==> src/rtl/alu_pkg.sv <==
`default_nettype none
// ============================================================================
//  Module      : alu_pkg
//  Description : Shared definitions for the ALU command sequencer: opcode
//                constants, sequencer state encoding and the queued command
//                record {sel, a, b}.
//  Revision    : 1.0 - initial release
// ============================================================================
package alu_pkg;

    localparam logic [3:0] OP_ADD  = 4'b0000;
    localparam logic [3:0] OP_SUB  = 4'b0001;
    localparam logic [3:0] OP_MUL  = 4'b0010;
    localparam logic [3:0] OP_DIV  = 4'b0011;
    localparam logic [3:0] OP_SHL  = 4'b0100;
    localparam logic [3:0] OP_SHR  = 4'b0101;
    localparam logic [3:0] OP_ROL  = 4'b0110;
    localparam logic [3:0] OP_ROR  = 4'b0111;
    localparam logic [3:0] OP_AND  = 4'b1000;
    localparam logic [3:0] OP_OR   = 4'b1001;
    localparam logic [3:0] OP_XOR  = 4'b1010;
    localparam logic [3:0] OP_NOR  = 4'b1011;
    localparam logic [3:0] OP_NAND = 4'b1100;
    localparam logic [3:0] OP_XNOR = 4'b1101;
    localparam logic [3:0] OP_GT   = 4'b1110;
    localparam logic [3:0] OP_EQ   = 4'b1111;

    typedef enum logic [1:0] {
        IDLE = 2'b00,
        EXEC = 2'b01,
        RESP = 2'b10
    } state_t;

    typedef struct packed {
        logic [3:0] sel;
        logic [3:0] a;
        logic [3:0] b;
    } cmd_t;

endpackage
`default_nettype wire

==> src/rtl/alu_cmd_seq_if.sv <==
`default_nettype none
// ============================================================================
//  Module      : alu_cmd_seq_if
//  Description : Bus bundle of the ALU command sequencer.
//                Command side : cmd_valid/cmd_ready, cmd_sel, cmd_a, cmd_b
//                ALU side     : alu_sel, alu_a, alu_b (drive), alu_out (result)
//                Result side  : res_valid/res_ready, res_data, res_err
//                Status       : busy
//                slave  = the sequencer, master = its environment.
//  Revision    : 1.0 - initial release
// ============================================================================
interface alu_cmd_seq_if;

    logic       cmd_valid;
    logic       cmd_ready;
    logic [3:0] cmd_sel;
    logic [3:0] cmd_a;
    logic [3:0] cmd_b;
    logic [3:0] alu_a;
    logic [3:0] alu_b;
    logic [3:0] alu_sel;
    logic [3:0] alu_out;
    logic       res_valid;
    logic       res_ready;
    logic [3:0] res_data;
    logic       res_err;
    logic       busy;

    modport slave (
        input  cmd_valid, cmd_sel, cmd_a, cmd_b, alu_out, res_ready,
        output cmd_ready, alu_a, alu_b, alu_sel, res_valid, res_data, res_err, busy
    );

    modport master (
        output cmd_valid, cmd_sel, cmd_a, cmd_b, alu_out, res_ready,
        input  cmd_ready, alu_a, alu_b, alu_sel, res_valid, res_data, res_err, busy
    );

endinterface
`default_nettype wire

==> src/rtl/alu_cmd_fifo.sv <==
`default_nettype none
// ============================================================================
//  Module      : alu_cmd_fifo
//  Description : DEPTH-entry in-order command FIFO (DEPTH = 2, 4 or 8).
//                Ports: clk, rst, push/din, pop/dout (head, combinational),
//                full, empty, count (clog2(DEPTH)+1 bits).
//                Push is ignored when full, pop is ignored when empty.
//  Revision    : 1.0 - initial release
// ============================================================================
module alu_cmd_fifo
    import alu_pkg::*;
#(
    parameter int DEPTH = 4
) (
    input  logic                     clk,
    input  logic                     rst,
    input  logic                     push,
    input  cmd_t                     din,
    input  logic                     pop,
    output cmd_t                     dout,
    output logic                     full,
    output logic                     empty,
    output logic [$clog2(DEPTH):0]   count
);

    localparam int c_PTR_W = $clog2(DEPTH);
    localparam int c_CNT_W = c_PTR_W + 1;

    cmd_t               r_mem [DEPTH];
    logic [c_PTR_W-1:0] r_wr_ptr;
    logic [c_PTR_W-1:0] r_rd_ptr;
    logic [c_CNT_W-1:0] r_count;

    logic w_push;
    logic w_pop;

    assign w_push = push && !full;
    assign w_pop  = pop && !empty;

    // DEPTH is a power of two, so natural pointer overflow is the modulo wrap.
    always_ff @(posedge clk) begin
        if (rst) begin
            r_wr_ptr <= '0;
            r_rd_ptr <= '0;
            r_count  <= '0;
        end else begin
            if (w_push) begin
                r_wr_ptr <= r_wr_ptr + c_PTR_W'(1);
            end
            if (w_pop) begin
                r_rd_ptr <= r_rd_ptr + c_PTR_W'(1);
            end
            case ({w_push, w_pop})
                2'b10:   r_count <= r_count + c_CNT_W'(1);
                2'b01:   r_count <= r_count - c_CNT_W'(1);
                default: r_count <= r_count;
            endcase
        end
    end

    // Storage carries no reset; validity is tracked by the pointers.
    always_ff @(posedge clk) begin
        if (w_push) begin
            r_mem[r_wr_ptr] <= din;
        end
    end

    assign dout  = r_mem[r_rd_ptr];
    assign full  = (r_count == c_CNT_W'(DEPTH));
    assign empty = (r_count == '0);
    assign count = r_count;

endmodule
`default_nettype wire

==> src/rtl/alu_cmd_seq.sv <==
`default_nettype none
// ============================================================================
//  Module      : alu_cmd_seq
//  Description : Queues ALU commands, drives them one at a time onto a
//                registered ALU interface, captures the combinational result
//                one cycle later and offers it on a valid/ready result port.
//                Ports: clk, rst (sync, active-high), bus (alu_cmd_seq_if.slave).
//                Parameter DEPTH: command FIFO depth (2, 4 or 8).
//                Build option ALU_CMD_SEQ_DIVZ_EN: flag divide-by-zero
//                (res_err=1, res_data=4'b1111); otherwise res_err is tied low.
//  Revision    : 1.0 - initial release
// ============================================================================
module alu_cmd_seq
    import alu_pkg::*;
#(
    parameter int DEPTH = 4
) (
    input  logic          clk,
    input  logic          rst,
    alu_cmd_seq_if.slave  bus
);

    cmd_t                  w_din;
    cmd_t                  w_head;
    logic                  w_full;
    logic                  w_empty;
    logic [$clog2(DEPTH):0] w_count;
    logic                  w_pop;
    logic [3:0]            w_res_data;
    logic                  w_res_err;

    state_t     r_state;
    state_t     w_next;
    logic [3:0] r_alu_a;
    logic [3:0] r_alu_b;
    logic [3:0] r_alu_sel;
    logic [3:0] r_res_data;
    logic       r_res_err;

    assign w_din = {bus.cmd_sel, bus.cmd_a, bus.cmd_b};

    alu_cmd_fifo #(
        .DEPTH (DEPTH)
    ) u_fifo (
        .clk   (clk),
        .rst   (rst),
        .push  (bus.cmd_valid),
        .din   (w_din),
        .pop   (w_pop),
        .dout  (w_head),
        .full  (w_full),
        .empty (w_empty),
        .count (w_count)
    );

    // Next state and pop. A result handshake pops the next head on the same
    // edge so a busy stream sustains one result every two cycles.
    always_comb begin
        w_next = r_state;
        w_pop  = 1'b0;
        case (r_state)
            IDLE: begin
                if (!w_empty) begin
                    w_pop  = 1'b1;
                    w_next = EXEC;
                end
            end
            EXEC: begin
                w_next = RESP;
            end
            RESP: begin
                if (bus.res_ready) begin
                    if (!w_empty) begin
                        w_pop  = 1'b1;
                        w_next = EXEC;
                    end else begin
                        w_next = IDLE;
                    end
                end
            end
            default: begin
                w_next = IDLE;
            end
        endcase
    end

    always_ff @(posedge clk) begin
        if (rst) begin
            r_state <= IDLE;
        end else begin
            r_state <= w_next;
        end
    end

    // ALU drive changes only when a command is popped.
    always_ff @(posedge clk) begin
        if (rst) begin
            r_alu_a   <= 4'd0;
            r_alu_b   <= 4'd0;
            r_alu_sel <= 4'd0;
        end else if (w_pop) begin
            r_alu_a   <= w_head.a;
            r_alu_b   <= w_head.b;
            r_alu_sel <= w_head.sel;
        end
    end

`ifdef ALU_CMD_SEQ_DIVZ_EN
    logic w_divz;
    assign w_divz     = (r_alu_sel == OP_DIV) && (r_alu_b == 4'd0);
    assign w_res_err  = w_divz;
    assign w_res_data = w_divz ? 4'b1111 : bus.alu_out;
`else
    assign w_res_err  = 1'b0;
    assign w_res_data = bus.alu_out;
`endif

    // The ALU has had the whole EXEC cycle to settle; capture at its end.
    always_ff @(posedge clk) begin
        if (rst) begin
            r_res_data <= 4'd0;
            r_res_err  <= 1'b0;
        end else if (r_state == EXEC) begin
            r_res_data <= w_res_data;
            r_res_err  <= w_res_err;
        end
    end

    assign bus.cmd_ready = !w_full;
    assign bus.alu_a     = r_alu_a;
    assign bus.alu_b     = r_alu_b;
    assign bus.alu_sel   = r_alu_sel;
    assign bus.res_valid = (r_state == RESP);
    assign bus.res_data  = r_res_data;
    assign bus.res_err   = r_res_err;
    assign bus.busy      = (w_count != '0) || (r_state != IDLE);

endmodule
`default_nettype wire
==> src/flat_wrapper.sv <==
// flat-port wrapper written by rule: the top's interface ports become plain ports
module alu_cmd_seq_flat import alu_pkg::*;
#(
    parameter int DEPTH = 4
)
  (clk, rst, bus_cmd_valid, bus_cmd_sel, bus_cmd_a, bus_cmd_b, bus_alu_out, bus_res_ready, bus_cmd_ready, bus_alu_a, bus_alu_b, bus_alu_sel, bus_res_valid, bus_res_data, bus_res_err, bus_busy);
  alu_cmd_seq_if bus_i ();
  input  logic clk;
  input  logic rst;
  input wire logic [$bits(bus_i.cmd_valid)-1:0] bus_cmd_valid;
  input wire logic [$bits(bus_i.cmd_sel)-1:0] bus_cmd_sel;
  input wire logic [$bits(bus_i.cmd_a)-1:0] bus_cmd_a;
  input wire logic [$bits(bus_i.cmd_b)-1:0] bus_cmd_b;
  input wire logic [$bits(bus_i.alu_out)-1:0] bus_alu_out;
  input wire logic [$bits(bus_i.res_ready)-1:0] bus_res_ready;
  output wire logic [$bits(bus_i.cmd_ready)-1:0] bus_cmd_ready;
  output wire logic [$bits(bus_i.alu_a)-1:0] bus_alu_a;
  output wire logic [$bits(bus_i.alu_b)-1:0] bus_alu_b;
  output wire logic [$bits(bus_i.alu_sel)-1:0] bus_alu_sel;
  output wire logic [$bits(bus_i.res_valid)-1:0] bus_res_valid;
  output wire logic [$bits(bus_i.res_data)-1:0] bus_res_data;
  output wire logic [$bits(bus_i.res_err)-1:0] bus_res_err;
  output wire logic [$bits(bus_i.busy)-1:0] bus_busy;
  assign bus_i.cmd_valid = bus_cmd_valid;
  assign bus_i.cmd_sel = bus_cmd_sel;
  assign bus_i.cmd_a = bus_cmd_a;
  assign bus_i.cmd_b = bus_cmd_b;
  assign bus_i.alu_out = bus_alu_out;
  assign bus_i.res_ready = bus_res_ready;
  assign bus_cmd_ready = bus_i.cmd_ready;
  assign bus_alu_a = bus_i.alu_a;
  assign bus_alu_b = bus_i.alu_b;
  assign bus_alu_sel = bus_i.alu_sel;
  assign bus_res_valid = bus_i.res_valid;
  assign bus_res_data = bus_i.res_data;
  assign bus_res_err = bus_i.res_err;
  assign bus_busy = bus_i.busy;
  alu_cmd_seq #(.DEPTH(DEPTH)) u_core (.clk(clk), .rst(rst), .bus(bus_i));
endmodule
==> config.mk <==
export PLATFORM = sky130hd
export DESIGN_NAME = alu_cmd_seq_flat
export DESIGN_NICKNAME = d
export VERILOG_FILES = /design/src/rtl/alu_pkg.sv /design/src/rtl/alu_cmd_seq_if.sv /design/src/rtl/alu_cmd_fifo.sv /design/src/rtl/alu_cmd_seq.sv /design/src/flat_wrapper.sv
export SDC_FILE = /design/constraint.sdc
export NUM_CORES = 1
export LEC_CHECK = 0
export CAP_MARGIN = 10
export CELL_PAD_IN_SITES_DETAIL_PLACEMENT = 1
export CELL_PAD_IN_SITES_GLOBAL_PLACEMENT = 2
export CORE_MARGIN = 5
export CORE_UTILIZATION = 41
export CTS_BUF_LIST = sky130_fd_sc_hd__clkbuf_2 sky130_fd_sc_hd__clkbuf_4 sky130_fd_sc_hd__clkbuf_8
export DETAILED_ROUTE_END_ITERATION = 10
export PLACE_DENSITY_LB_ADDON = 0.1
export SYNTH_ARGS = -nofsm -noshare
export SYNTH_HDL_FRONTEND = slang
export SYNTH_SLANG_ARGS = --single-unit
==> constraint.sdc <==
create_clock -name clk -period 3 [get_ports clk]
set_input_delay 0.6 -clock clk [delete_from_list [all_inputs] [get_ports clk]]
set_output_delay 0.6 -clock clk [all_outputs]
set_load 0.05 [all_outputs]
=== After elaboration in Yosys (flattened, before gate mapping) ===
Memory sizes are Yosys's and may differ from the RTL's. A register that Yosys moved wholly into a read port is not among the register bits.
Index checks and enable logic that the tools add are counted.

* Memories: 1
* Bits in writable memories: 48
* Flip-flop bits (word level): 13
* Bits of input ports: 20
* Output and inout bits: 20
* Logic and storage cells: 38

* $add $sub $neg: 4
* Eq/ne operators: 7
* Mux-type cells: 10
* Reduce and logical (&&, ||, !) cells: 11

{| class="wikitable"
|+ Memories
! memory !! words !! bits a word !! rd ports !! clocked after memory_dff !! write ports !! RTL line !! RTL
|-
| u_core.u_fifo.r_mem || 4 || 12 || 1 || 1 || 1 || alu_cmd_fifo.sv:29 || <nowiki>cmd_t r_mem [DEPTH];</nowiki>
|}

{| class="wikitable"
|+ Operator list
! operator !! number
|-
| $pmux W2 S3 || 1
|-
| $pmux W3 S2 || 1
|-
| $mux W1 || 5
|-
| $add A2 B1 Y2 const B || 2
|-
| $eq A2 B1 Y1 const B || 2
|-
| $eq A2 B2 Y1 const B || 2
|-
| $mux W2 || 2
|-
| $ne A2 B2 Y1 const B || 2
|-
| $reduce_bool A2 Y1 || 2
|-
| $add A3 B1 Y3 const B || 1
|-
| $eq A3 B3 Y1 const B || 1
|-
| $logic_not A3 Y1 || 1
|-
| $reduce_bool A3 Y1 || 1
|-
| $sub A3 B1 Y3 const B || 1
|-
| $logic_and A1 B1 Y1 || 2
|-
| $logic_not A1 Y1 || 2
|-
| $logic_not A2 Y1 || 1
|-
| $pmux W1 S2 || 1
|-
| $reduce_and A2 Y1 || 1
|-
| $logic_or A1 B1 Y1 || 1
|}

=== Logic depth before layout (Yosys ltp) ===
* Word-level depth: 7
* Gate-level depth with buffers: 9
* Gate-level depth less buffers: 8

=== Cells and area by module ===
A second synthesis with hierarchy kept.

* Cells, all modules: 196
* Area, all modules: 3,050.4 µm²

{| class="wikitable"
|+ By module, submodules not included
! module !! times used !! cells each !! area each (µm²) !! sequential area each (µm²)
|-
| alu_cmd_fifo || 1 || 116 || 2,238.4 || 1,621.6
|-
| alu_cmd_seq || 1 || 80 || 812.0 || 360.3
|}

=== Least setup slack after synthesis ===
No wires, ideal clock.

* Path type: input-to-reg
* Start: input bus_res_ready
* End: register u_core.u_fifo.r_count[2], in the netlist u_core.u_fifo.count[2]
* Setup slack: 0.569 ns
* Stages on the path: 9
* Data required time: 2.929 ns
* Path buffers: 1
* Setup time: 0.071 ns
* Data arrival time: 2.360 ns
* Cells stage by stage: nor2b_1 > nor3_1 > buf_2 > ha_1 > inv_1 > fa_1 > xor2_1 > or3_1 > a21oi_1

* Cells in the longest elaborated chain, start to end: 5
* Elaborated cells on any way between the ends: 7
* Those cells by class: eq/ne: 2; mux: 3; reduce/logical: 2

{| class="wikitable"
|+ Ends and longest elaborated chain
! element !! RTL line !! RTL
|-
| start: declaration || flat_wrapper.sv:15 || <nowiki>input wire logic [$bits(bus_i.res_ready)-1:0] bus_res_ready;</nowiki>
|-
| $mux W1 (*) || alu_cmd_seq.sv:72 || <nowiki>if (bus.res_ready) begin</nowiki>
|-
| $pmux W1 S2 (*) || alu_cmd_seq.sv:61 || <nowiki>case (r_state)</nowiki>
|-
| $logic_and A1 B1 Y1 (*) || alu_cmd_fifo.sv:38 || <nowiki>assign w_pop = pop && !empty;</nowiki>
|-
| via u_core.u_fifo.w_pop || alu_cmd_fifo.sv:35 || <nowiki>logic w_pop;</nowiki>
|-
| $eq A2 B1 Y1 / $eq A2 B2 Y1 (equally long branches) || alu_cmd_fifo.sv:53 || <nowiki>case ({w_push, w_pop})</nowiki>
|-
| $pmux W3 S2 / $reduce_bool A2 Y1 (equally long branches) || - ||
|-
| end signal: assignment || alu_cmd_fifo.sv:54 || <nowiki>2'b10: r_count <= r_count + c_CNT_W'(1);</nowiki>
|-
| end signal: assignment || alu_cmd_fifo.sv:55 || <nowiki>2'b01: r_count <= r_count - c_CNT_W'(1);</nowiki>
|-
| end signal: assignment || alu_cmd_fifo.sv:56 || <nowiki>default: r_count <= r_count;</nowiki>
|-
| end: declaration || alu_cmd_fifo.sv:32 || <nowiki>logic [c_CNT_W-1:0] r_count;</nowiki>
|}

Mark *: on every way through the listed nets, which the timed path passes. The rest lies on a longest branch.
A chain may end at the register's enable or synchronous reset.

=== Worst setup path after layout ===
* Start: register u_core.u_fifo.r_count[2], in the netlist u_core.u_fifo.count[2]
* End: output bus_cmd_ready

* Cells in the longest elaborated chain, start to end: 2

{| class="wikitable"
|+ Ends and longest elaborated chain
! element !! RTL line !! RTL
|-
| $eq A3 B3 Y1 || alu_cmd_fifo.sv:69 || <nowiki>assign full = (r_count == c_CNT_W'(DEPTH));</nowiki>
|-
| $logic_not A1 Y1 || alu_cmd_seq.sv:129 || <nowiki>assign bus.cmd_ready = !w_full;</nowiki>
|-
| end: declaration || flat_wrapper.sv:16 || <nowiki>output wire logic [$bits(bus_i.cmd_ready)-1:0] bus_cmd_ready;</nowiki>
|}

Every way passes these cells.

==> out/metrics.csv <==
metric,value,unit
status,finished clean,
Highest Clock Rate,380.7,MHz
Remaining DRCs,0,
Post-synth top cells,"edfxtp_1, dfxtp_1, nand2b_1",
placed cells,303,
fin worst setup slack,373.6,ps
post-CTS sizing,0,
Leak,1.230,nW
DR WL/cell,17.29,um
H-tree depth,3,
RSZ-0062 raised after global routing,no,
layout cells sized above 1,0.09417,
post-synth top area cell,edfxtp_1,
setup TNS,0,ps
largest net degree at the start of global routing,26,
Layout Cells excl Fill,319,
GPL Wtd Cong,0.6534,
fin. max-slew vios,0,
clock latency on the worst-skew pair,340,ps
largest family of logic cells by synthesized area,multiplexers,
# nets final,244,
most frequent cell after synthesis,edfxtp_1,
pre-CTS setup slack,41.31,ps
DIE HEIGHT,94.52,um
die width,94.52,um
share of synthesized registers carrying an async set or reset,0,
quantity of I/O buffers inserted on ports,38,
Synth Register Bits,73,
met1 usage,0.1790,
xor/xnor cell area share of the yosys netlist,0.005980,
Synth area leaders,"edfxtp_1, dfxtp_1, mux4_1, o2bb2ai_1, nand2b_1",
area grow syn2layout,21.74,%
first-pass GRT wire length,8.907,mm
GRT busiest layer,met2,
CP Launch Type,flip-flop,
ant diodes,0,
syn_area_per_cell,16.46,sq um
Final Hold Viols,0,
WL final,5.514,mm
initial antenna violation count,0,
drt pass-1 iters,6,
Final min period,2626,ps
top-area cell type share of the netlist area,0.4921,
vias in the first global route,1677,
ANT nets after route,0,
full die area,0.008934,sq mm
Post-CTS Setup Inserts,0,
clk slew on worst S/H paths,80,ps
Rel. slew slack,0.4928,
starting DRC count in detailed routing,100,
Post-Syn Nets,204,
CP Capture Type,primary output,
adder-cell share of the synthesized area,0.02819,
Setup Crit Path Kind,flip-flop to primary output,
"Top FF cell, synth",edfxtp_1,
# rows,30,
Root Buffer,clkbuf_8,
Final Skew,9.141,ps
Hold Crit Class,flip-flop to flip-flop,
worst ir drop on vdd,0.3229,mV
met3 usage,0.03506,
# setup viols final,0,
Synth Warn #,0,
CP required,2400,ps
# IOs,40,
Final Power,3.384,mW
Worst Path Max Fanout,10,
Max Cap Viol,0,
vias per std cell,5.041,
Initial Util,0.4264,
Mapped Cells,178,
"Seq/Total Area, Yosys",0.6630,
fin crit share,0.8755,
Via Count,1608,
Compound-Gate Fraction of Synth Area,0.05681,
# hold bufs at CTS,0,
crit path DAT,2030,ps
PD cells,948.9,mW/mm^2
area of the mapped netlist,0.002929,sq mm
GRT Resource Usage Total,0.1362,
Detailed Place HPWL,3.934,mm
Simple-Gate Fraction of Synth Area,0.08757,
TritonCTS buffer count,9,
number of synthesized flops with an enable pin,48,
worst slew pin tran,759.8,ps
core area,0.006869,sq mm
mux cell area share after synthesis,0.1252,
CTS tree,yes,
Cell variety after synth,35,
Global Route met2 Usage,0.2163,
Sink Count,73,
grt ovf,0,
Clock Tree Buf Depth,2,
## report_power, final
group          switching (mW)  total (mW)  internal (mW)
clock                   0.351       0.753          0.401
combinational           0.759        1.24          0.478
sequential              0.138        1.39           1.26
## cell type report
class                      instances  area [sq um]
fill                             677          3303
sequential                        73          1942
multi-input combinational         89         893.4
timing repair buffer              40         395.4
clock buffer                      11         138.9
tap                               96         120.1
clock inverter                     5         57.56
inverter                           5         18.77
## metal layers
layer | vias up | share of wire
li1 | 761 | -
met1 | 803 | 0.46
met2 | 36 | 0.48
met3 | 8 | 0.041
met4 | 0 | 0.015
met5 | - | 0
## flip-flops by register name, indices dropped and copies added, names as in the netlist, 3 cells and up
register / flops
u_core.bus.alu_a: 4
u_core.bus.alu_b: 4
u_core.bus.alu_sel: 4
u_core.bus.res_data: 4
u_core.u_fifo.count: 3
u_core.u_fifo.r_mem: 48
## cells in the final DEF, fill, tap and decap left out, types with 4 or more instances in the layout
cell	n
ha_1	5
nand2b_1	14
and3_1	4
mux4_1	12
inv_1	5
o2bb2ai_1	12
mux2i_1	4
dfxtp_1	25
edfxtp_1	48
clkdlybuf4s50_1	38
nor2_1	9
clkbuf_8	9
a21oi_1	5
## per-stage QoR
stage	instance area, sq um	util	hold WS, ps
after floorplan	2929	-	501.0
after global routing	3566	0.5191	512.1
final	3566	0.5191	476.6
after global placement	3369	0.4905	466.3
after detailed placement	3369	0.4905	469.4
after CTS	3566	0.5191	482.6
## kinds of logic (layout without fill, tap and decap cells)
family,Yosys count,count (layout)
mux,17,17
other cells,1,1
buf+inv,16,61
compound gates,22,22
xor+xnor,2,2
simple gates,41,41
fa+ha+maj,6,6
flops,73,73
## path summary, 6_finish.rpt
check	start	end	slack (ps)	cells past startpoint
max	u_core.u_fifo.count[2]	bus_cmd_ready	370	2
min	u_core.bus.alu_b[0]	u_core.bus.alu_b[0]	480	2
max reg2reg	u_core.u_fifo.count[2]	u_core.u_fifo.count[2]	570	8
min reg2reg	u_core.bus.alu_b[0]	u_core.bus.alu_b[0]	480	2
## worst max-delay path, cell delays in order, from the launching register on
cell and delay [ps]:
dfxtp_1 430, or3b_1 510, clkdlybuf4s50_1 750
Note: power is estimated with default switching activity, not from simulation.
